### config.mk
export PLATFORM = sky130hd
export DESIGN_NAME = mc_seq_ctrl
export DESIGN_NICKNAME = d
export VERILOG_FILES = /design/src/rtl/mc_seq_ctrl.sv
export SDC_FILE = /design/constraint.sdc
export NUM_CORES = 1
export LEC_CHECK = 0
export ABC_AREA = 1
export ABC_CLOCK_PERIOD_IN_PS = 4800
export BUFFER_PORTS_ARGS = -buffer_cell sky130_fd_sc_hd__buf_2
export CORE_UTILIZATION = 30
export CTS_BUF_LIST = sky130_fd_sc_hd__clkbuf_4
export DETAILED_ROUTE_END_ITERATION = 6
export MAX_ROUTING_LAYER = met4
export RECOVER_POWER = 25
export SLEW_MARGIN = 40
export SYNTH_ARGS = -nofsm -noshare
export SYNTH_HDL_FRONTEND = slang
export SYNTH_SLANG_ARGS = --single-unit
### constraint.sdc
create_clock -name clk -period 4.8 [get_ports clk]
set_clock_uncertainty 0.05 [all_clocks]
set_input_delay 0.96 -clock clk [delete_from_list [all_inputs] [get_ports clk]]
set_output_delay 0.96 -clock clk [all_outputs]
set_load 0.02 [all_outputs]
### src/rtl/mc_seq_ctrl.sv
// Multi-cycle RV32I sequencer: walks each instruction through FETCH/DECODE/EXEC/MEM/WB,
// runs the imem/dmem handshakes with a stall timeout, and counts retired instructions.
module mc_seq_ctrl #(
  parameter int TIMEOUT = 16,
  parameter int CNT_W   = 32
) (
  input  logic             clk,
  input  logic             rstn,
  input  logic [6:0]       Op,
  input  logic             Zero,
  input  logic             imem_ready,
  input  logic             dmem_ready,
  output logic             imem_req,
  output logic             IRWrite,
  output logic             dmem_req,
  output logic             MemWrite,
  output logic             RegWrite,
  output logic             PCWrite,
  output logic [2:0]       NPCOp,
  output logic             trap,
  output logic [2:0]       state,
  output logic [CNT_W-1:0] instret
);

  // state | meaning
  // FETCH | request imem, load IR when ready
  // DECODE| classify opcode, trap if illegal
  // EXEC  | resolve branches, route to MEM or WB
  // MEM   | dmem handshake, stores retire here
  // WB    | register write and PC update
  // TRAP  | sticky halt until reset
  typedef enum logic [2:0] {
    S_FETCH  = 3'd0,
    S_DECODE = 3'd1,
    S_EXEC   = 3'd2,
    S_MEM    = 3'd3,
    S_WB     = 3'd4,
    S_TRAP   = 3'd5
  } state_e;

  localparam int WAIT_W = $clog2(TIMEOUT) + 1;
  localparam logic [WAIT_W-1:0] WAIT_MAX = WAIT_W'(TIMEOUT - 1);

  localparam logic [2:0] NPC_PLUS4  = 3'b000;
  localparam logic [2:0] NPC_BRANCH = 3'b001;
  localparam logic [2:0] NPC_JUMP   = 3'b010;
  localparam logic [2:0] NPC_JALR   = 3'b100;

  state_e            state_q, state_d;
  logic [WAIT_W-1:0] wait_q, wait_d;
  logic [CNT_W-1:0]  instret_q;

  logic is_r, is_i, is_ld, is_st, is_br, is_jal, is_jalr, is_lui, is_auipc, legal;

  always_comb begin
    is_r     = (Op == 7'b0110011);
    is_i     = (Op == 7'b0010011);
    is_ld    = (Op == 7'b0000011);
    is_st    = (Op == 7'b0100011);
    is_br    = (Op == 7'b1100011);
    is_jal   = (Op == 7'b1101111);
    is_jalr  = (Op == 7'b1100111);
    is_lui   = (Op == 7'b0110111);
    is_auipc = (Op == 7'b0010111);
    legal    = is_r | is_i | is_ld | is_st | is_br | is_jal | is_jalr | is_lui | is_auipc;
  end

  logic       imem_req_c, irwrite_c, dmem_req_c, memwrite_c, regwrite_c, pcwrite_c;
  logic [2:0] npc_c;
  logic       timed_out;

  assign timed_out = (wait_q == WAIT_MAX);

  always_comb begin
    state_d    = state_q;
    imem_req_c = 1'b0;
    irwrite_c  = 1'b0;
    dmem_req_c = 1'b0;
    memwrite_c = 1'b0;
    regwrite_c = 1'b0;
    pcwrite_c  = 1'b0;
    npc_c      = NPC_PLUS4;
    case (state_q)
      S_FETCH: begin
        imem_req_c = 1'b1;
        if (imem_ready) begin
          irwrite_c = 1'b1;
          state_d   = S_DECODE;
        end else if (timed_out) begin
          state_d = S_TRAP;
        end
      end
      S_DECODE: state_d = legal ? S_EXEC : S_TRAP;
      S_EXEC: begin
        if (is_br) begin
          pcwrite_c = 1'b1;
          npc_c     = Zero ? NPC_BRANCH : NPC_PLUS4;
          state_d   = S_FETCH;
        end else if (is_ld || is_st) begin
          state_d = S_MEM;
        end else begin
          state_d = S_WB;
        end
      end
      S_MEM: begin
        dmem_req_c = 1'b1;
        memwrite_c = is_st;
        if (dmem_ready) begin
          if (is_st) begin
            pcwrite_c = 1'b1;
            state_d   = S_FETCH;
          end else begin
            state_d = S_WB;
          end
        end else if (timed_out) begin
          state_d = S_TRAP;
        end
      end
      S_WB: begin
        regwrite_c = 1'b1;
        pcwrite_c  = 1'b1;
        npc_c      = is_jal ? NPC_JUMP : (is_jalr ? NPC_JALR : NPC_PLUS4);
        state_d    = S_FETCH;
      end
      S_TRAP:  state_d = S_TRAP;
      default: state_d = S_TRAP;
    endcase
  end

  // The wait counter only advances while a handshake is stalled; any transition clears it.
  always_comb begin
    if (state_d != state_q)
      wait_d = '0;
    else if ((state_q == S_FETCH && !imem_ready) || (state_q == S_MEM && !dmem_ready))
      wait_d = wait_q + WAIT_W'(1);
    else
      wait_d = wait_q;
  end

  always_ff @(posedge clk) begin
    if (!rstn) begin
      state_q   <= S_FETCH;
      wait_q    <= '0;
      instret_q <= '0;
    end else begin
      state_q <= state_d;
      wait_q  <= wait_d;
      if (pcwrite_c)
        instret_q <= instret_q + CNT_W'(1);
    end
  end

  // Strobes are masked combinationally so a reset abandons the access in the same cycle.
  assign imem_req = rstn & imem_req_c;
  assign IRWrite  = rstn & irwrite_c;
  assign dmem_req = rstn & dmem_req_c;
  assign MemWrite = rstn & memwrite_c;
  assign RegWrite = rstn & regwrite_c;
  assign PCWrite  = rstn & pcwrite_c;
  assign NPCOp    = rstn ? npc_c : NPC_PLUS4;
  assign trap     = (state_q == S_TRAP);
  assign state    = state_q;
  assign instret  = instret_q;

  a_ir_excl: assert property (@(posedge clk) !(IRWrite && (RegWrite || PCWrite)));
  a_rw_wb:   assert property (@(posedge clk) RegWrite |-> (PCWrite && state_q == S_WB));
  a_mw_qual: assert property (@(posedge clk) MemWrite |-> dmem_req);

endmodule
==> results of run 1 <==
[Yosys cell counts (all sizes together)]
master,count,share of area
buf,8,0.026
ha,3,0.014
and3,5,0.012
nand3,25,0.052
nor2,66,0.11
or2,1,0.0032
a21oi,29,0.054
nor4,2,0.0046
nand3b,6,0.017
nor3,17,0.047
mux2i,1,0.0037
nand4,13,0.030
dfxtp,40,0.30
inv,47,0.065
a31oi,3,0.0070
o21ai,6,0.015
clkbuf,2,0.0028
mux2,1,0.0042
nand2,130,0.19
xnor2,5,0.016
xor2,10,0.032
[worst max-delay path, cell delays in order]
cell,delay [ps]
buf_2,110
inv_1,60
nand2_1,60
nor2_2,140
nand2_1,90
nor2_1,250
nor2_4,80
nand2_8,230
inv_2,220
nor2_1,160
buf_2,180
[logic make-up (layout without fill, tap and decap cells)]
family / count (synthesis) / in the layout / share of synthesized area
AOI/OAI and AO/OA: 38 / 38 / 0.0760
and+or+nand+nor: 265 / 265 / 0.462
adders and majority gates: 3 / 3 / 0.0139
muxes: 2 / 2 / 0.00788
buffers and inverters: 57 / 111 / 0.0945
DFF: 40 / 40 / 0.297
xor gates and xnor gates: 15 / 15 / 0.0487
[through the flow]
stage                     utilization  total power, mW  hold WS (ps)  instances
after detailed placement        0.348            0.444           434        574
after CTS                       0.354            0.616           453        582
final                           0.352            0.607           450        582
after floorplan                     -            0.426           463        420
after global placement          0.348            0.442           425        574
after global routing            0.352            0.638           485        582
[where the power goes]
group | switching, mW | internal (mW) | total, mW
Combinational | 0.0653 | 0.0271 | 0.0924
Sequential | 0.00676 | 0.337 | 0.344
Clock | 0.118 | 0.0540 | 0.171
[state kept, by name, summed over array words and instances (netlist names)]
| register | flops |
|---|---|
| state | 3 |
| wait_q | 5 |
| instret | 32 |
[worst max path at each step]
stage / from / endpoint / depth (start not counted)
6_report: Op[3] / PCWrite / 11
5_1_grt: Op[3] / PCWrite / 11
4_1_cts: Op[4] / PCWrite / 11
3_5_place_dp: Op[4] / PCWrite / 11
3_3_place_gp: Op[3] / PCWrite / 10
2_1_floorplan: Op[1] / PCWrite / 8
[layer usage]
layer / wire length (µm) / vias up
met5: 0 / -
met4: 82 / 0
met3: 305 / 13
met2: 3220 / 78
met1: 3190 / 1245
li1: - / 1462
[area by class of cell]
cell class / instances / share of cell area
Clock inverter: 3 / 0.00449
Tap cell: 108 / 0.0441
Inverter: 47 / 0.0576
Multi-Input combinational cell: 323 / 0.536
Timing Repair Buffer: 56 / 0.0841
Clock buffer: 5 / 0.0122
Sequential cell: 40 / 0.261
==> summary.md, run 1 <==
| Metric | Value |
|---|---|
| Outcome | finished, final reports clean |
| Maximum clock frequency | 281 MHz |
| Area occupied by multi-input gates | 1640 µm² |
| Routed len/inst | 11.7 µm |
| RSZ-0062 raised after global routing | no |
| Register area share after synthesis | 0.297 |
| Maximum capacitance violations | 0 |
| Number of nets in the finished design | 488 |
| Count of fill cells added during filler insertion | 991 |
| M2 GR Usage | 0.264 |
| Global-route wire length before repair | 11800 µm |
| Worst hold stages | 2 |
| DRC marker count from the first detailed-route iteration | 108 |
| Detailed-router iteration count before antenna repair | 4 |
| Lkg Pwr | 1.30 nW |
| Antenna Diode Count | 0 |
| Worst Reg2Reg Path Length in Cells | 15 |
| Origin of the critical flop-to-flop path | wait_q[0] |
| Post-Synthesis Cells | 420 |
| Met1 Use GR | 0.187 |
| Combined area of all synthesized cells | 2700 µm² |
| Top-level port count | 57 |
| Total die area | 9380 µm² |
| Worst-skew pair later-pin latency | 350 ps |
| Post-layout minimum cycle time | 3560 ps |
| Total of cells resized after clock tree synthesis | 0 |
| WP data required | 3790 ps |
| Post-CTS setup-driven buffer insertion count | 0 |
| Register cell area after layout | 801 µm² |
| Total negative slack for setup checks | 0 ps |
| Clock tree from TritonCTS | done |
| Data arrival time of the critical path | 2550 ps |
| Vertical die dimension | 96.9 µm |
| Initial cell density of the core | 0.310 |
| Global-route met3 utilization | 0.0296 |
| Area Growth Syn to Fin | 13.5% |
| Number of buffers inserted during clock tree synthesis | 5 |
| Hold crit path type | register to register |
| Worst Setup Slack post-DPL | 1240 ps |
| Level count of the clock H-tree | 2 |
| Residual antenna-violating net count after detailed routing | 0 |
| Critical path class | input pin to output port |
| Routing layer with the top usage in global route | met2 |
| Total placed instance area | 3040 µm² |
| Layout cell share with drive strength beyond 1 | 0.158 |
| Most used cells in the layout excluding fill and tap cells | nand2_1 (127), nor2_1 (58), dfxtp_1 (40) |
| Antenna violations before repair | 0 |
| Count of final setup violators | 0 |
| Worst flop-to-flop path endpoint | wait_q[2] |
| Hold Fails Final Rpt | 0 |
| Number of max-slew violations in the final report | 0 |
| Critical Path End Type | output port |
| Final period utilization | 0.742 |
| Count of cell types in the netlist | 34 |
| Maximum ir drop on the vdd rail | 97.0 µV |
| Areal power density over the cells | 198 nW/µm² |
| Max-Slew Margin vs Limit | 0.659 |
| Element type at the critical path start | input pin |
| Worst-case hold path end point | instret[31] |
| Global router's overall resource usage | 0.155 |
| Leftover overflow at the end of global routing | 0 |
| Area of all placed cells without fillers | 3070 µm² |
| Final Worst Setup Slack | 1240 ps |
| Synthesized net count | 435 |
| Transition at the pin with the smallest max-transition slack | 510 ps |
| Yosys warning count | 0 |
| Worst min-delay path startpoint | instret[31] |
| Aggregate routed wire length | 6790 µm |
| Max Buffers Root-to-Sink | 2 |
| Vias per Instance | 4.81 |
| Root buffer cell | clkbuf_4 |
| CTS clk-pin slew, worst paths | 120 ps |
| Placed wire-length estimate after detailed placement | 5220 µm |
| Worst R2R Setup Slack | 2870 ps |
| Critical-path maximum fanout | 44 |
| Mapped Avg Cell Area | 6.43 µm² |
| IO Port Bufs | 56 |
| Via count of the first global-routing pass | 2611 |
| Sink Count | 40 |
| Most frequent standard cell in the layout excluding fill and tap cells | nand2_1 |
| Total via count in the routed design | 2798 |
| Core area | 8720 µm² |
| Routability-driven placement congestion ratio | 0.858 |
| Flops & latches, synth | 40 |
| Post-CTS Hold Fix Bufs | 0 |
| Die outline width | 96.9 µm |
| Row Count | 34 |
| Pin count of the biggest net entering global routing | 45 |
| DR DRC count | 0 |
Power figures use the tool's default switching activity.
==> inputs of run 2 (changes only) <==
--- a/config.mk
+++ b/config.mk
@@ -6,7 +6,7 @@
 export NUM_CORES = 1
 export LEC_CHECK = 0
 export ABC_AREA = 1
-export ABC_CLOCK_PERIOD_IN_PS = 4800
+export ABC_CLOCK_PERIOD_IN_PS = 3300
 export BUFFER_PORTS_ARGS = -buffer_cell sky130_fd_sc_hd__buf_2
 export CORE_UTILIZATION = 30
 export CTS_BUF_LIST = sky130_fd_sc_hd__clkbuf_4
==> constraint.sdc (replaced) <==
create_clock -name clk -period 3.3 [get_ports clk]
set_clock_uncertainty 0.05 [all_clocks]
set_input_delay 0.66 -clock clk [delete_from_list [all_inputs] [get_ports clk]]
set_output_delay 0.66 -clock clk [all_outputs]
set_load 0.02 [all_outputs]
==> run 2 against run 1 <==
  * Sequential share of layout area down 0.31 points
  * Clock power increased by 98%
  * Combinational power up 47%
  * Critical path type is now register to output port
  * Total power up 60%
==> summary.md, run 2 (synthesized netlist as in run 1, its figures left out) <==
| Metric | Value |
|---|---|
| Outcome | finished, final reports clean |
| Post-CTS Hold Fix Bufs | 0 (unchanged) |
| Maximum ir drop on the vdd rail | 188 µV (+94%) |
| Areal power density over the cells | 314 nW/µm² (+58%) |
| Met1 Use GR | 0.181 (-0.00588) |
| Total via count in the routed design | 2774 (-0.86%) |
| Global-route met3 utilization | 0.0311 (+0.00145) |
| Final Worst Setup Slack | 636 ps (-601 ps) |
| Post-layout minimum cycle time | 2660 ps |
| Most used cells in the layout excluding fill and tap cells | nand2_1 (127), nor2_1 (58), dfxtp_1 (40) |
| Maximum capacitance violations | 0 (unchanged) |
| Residual antenna-violating net count after detailed routing | 0 (unchanged) |
| Root buffer cell | clkbuf_4 |
| Initial cell density of the core | 0.310 (unchanged) |
| M2 GR Usage | 0.262 (-0.00163) |
| Top-level port count | 57 (unchanged) |
| RSZ-0062 raised after global routing | no |
| Row Count | 34 (unchanged) |
| Hold Fails Final Rpt | 0 (unchanged) |
| Critical Path End Type | output port |
| Via count of the first global-routing pass | 2499 (-4.3%) |
| DRC marker count from the first detailed-route iteration | 156 (+44%) |
| DR DRC count | 0 (unchanged) |
| Vias per Instance | 4.76 (-1.0%) |
| Count of final setup violators | 0 (unchanged) |
| Core area | 8720 µm² (unchanged) |
| Worst Setup Slack post-DPL | 633 ps (-604 ps) |
| Pin count of the biggest net entering global routing | 44 (-2.2%) |
| Critical-path maximum fanout | 20 (-55%) |
| Maximum clock frequency | 375 MHz |
| Max-Slew Margin vs Limit | 0.653 (-0.00625) |
| Sink Count | 40 (unchanged) |
| Leftover overflow at the end of global routing | 0 (unchanged) |
| Area Growth Syn to Fin | 14.9% |
| Routed len/inst | 11.6 µm (-0.45%) |
| Clock tree from TritonCTS | done |
| Number of nets in the finished design | 489 (+0.20%) |
| CTS clk-pin slew, worst paths | 130 ps (about the same) |
| Layout cell share with drive strength beyond 1 | 0.162 (+0.00388) |
| Antenna violations before repair | 0 (unchanged) |
| Number of max-slew violations in the final report | 0 (unchanged) |
| Vertical die dimension | 96.9 µm (unchanged) |
| Routability-driven placement congestion ratio | 0.951 (+11%) |
| Most frequent standard cell in the layout excluding fill and tap cells | nand2_1 |
| Level count of the clock H-tree | 2 (unchanged) |
| Global router's overall resource usage | 0.151 (-0.00365) |
| Total of cells resized after clock tree synthesis | 0 (unchanged) |
| Final period utilization | 0.807 |
| Detailed-router iteration count before antenna repair | 4 (unchanged) |
| Element type at the critical path start | register |
| Flip-flop count of the largest register after layout | 32 (unchanged) |
| Antenna Diode Count | 0 (unchanged) |
| Lkg Pwr | 1.32 nW (+1.3%) |
| Number of buffers inserted during clock tree synthesis | 5 (unchanged) |
| Transition at the pin with the smallest max-transition slack | 520 ps (+9.36 ps) |
| Count of fill cells added during filler insertion | 960 (-3.1%) |
| Die outline width | 96.9 µm (unchanged) |
| Global-route wire length before repair | 11500 µm (-2.9%) |
| Hold crit path type | register to register |
| Total die area | 9380 µm² (unchanged) |
| IO Port Bufs | 56 (unchanged) |
| Worst-skew pair later-pin latency | 360 ps (about the same) |
| WP data required | 2590 ps (-1200 ps) |
| Routing layer with the top usage in global route | met2 |
| Critical path class | register to output port |
| Post-CTS setup-driven buffer insertion count | 0 (unchanged) |
| Placed wire-length estimate after detailed placement | 5220 µm (about the same) |
| Max Buffers Root-to-Sink | 2 (unchanged) |
| Data arrival time of the critical path | 1950 ps (-600 ps) |
| Total negative slack for setup checks | 0 ps (unchanged) |
| Aggregate routed wire length | 6770 µm (-0.28%) |
==> run 2: final timing paths <==
kind	from	end	slack (ps)	cells past startpoint
max	state[1]	PCWrite	640	6
max reg2reg	state[1]	instret[20]	1310	7
min reg2reg	instret[31]	instret[31]	450	2
min	instret[31]	instret[31]	450	2
==> run 2: layout make-up <==
type | instances | area (µm²) | share of cell area
repair buffers | 57 | 265 | 0.0855
inverters | 47 | 176 | 0.0569
clock inverters | 2 | 35.0 | 0.0113
clock buffers | 6 | 45.0 | 0.0145
well taps | 108 | 135 | 0.0436
multi-input cells | 323 | 1640 | 0.530
flip-flops and latches | 40 | 801 | 0.258
==> run 2: routing by layer <==
| layer | vias up | routed length [µm] |
|---|---|---|
| li1 | 1460 | - |
| met1 | 1243 | 3160 |
| met2 | 66 | 3230 |
| met3 | 5 | 354 |
| met4 | 0 | 32 |
| met5 | - | 0 |
==> run 2: metrics by stage <==
stage | total power, mW | area (µm²) | utilization | hold WS [ps] | cells
floorplan | 0.620 | 2700 | - | 463 | 420
global placement | 0.646 | 3040 | 0.349 | 426 | 575
detailed placement | 0.647 | 3040 | 0.349 | 431 | 575
CTS | 0.989 | 3120 | 0.358 | 451 | 583
global route | 1.02 | 3100 | 0.356 | 480 | 583
finish | 0.973 | 3100 | 0.356 | 451 | 583
==> run 2: power by group <==
| part | internal, mW | leakage [nW] | switching (mW) |
|---|---|---|---|
| clock | 0.167 | 0.0456 | 0.170 |
| combinational | 0.0409 | 0.947 | 0.0951 |
| sequential | 0.490 | 0.323 | 0.00918 |
| total | 0.698 | 1.32 | 0.275 |
==> run 2: critical path, cell delays in order, from the launching register on <==
cell	delay (ps)
dfxtp_1	490
nand3_1	250
or2_4	340
nand2_8	60
inv_2	140
nor2_1	150
buf_2	180
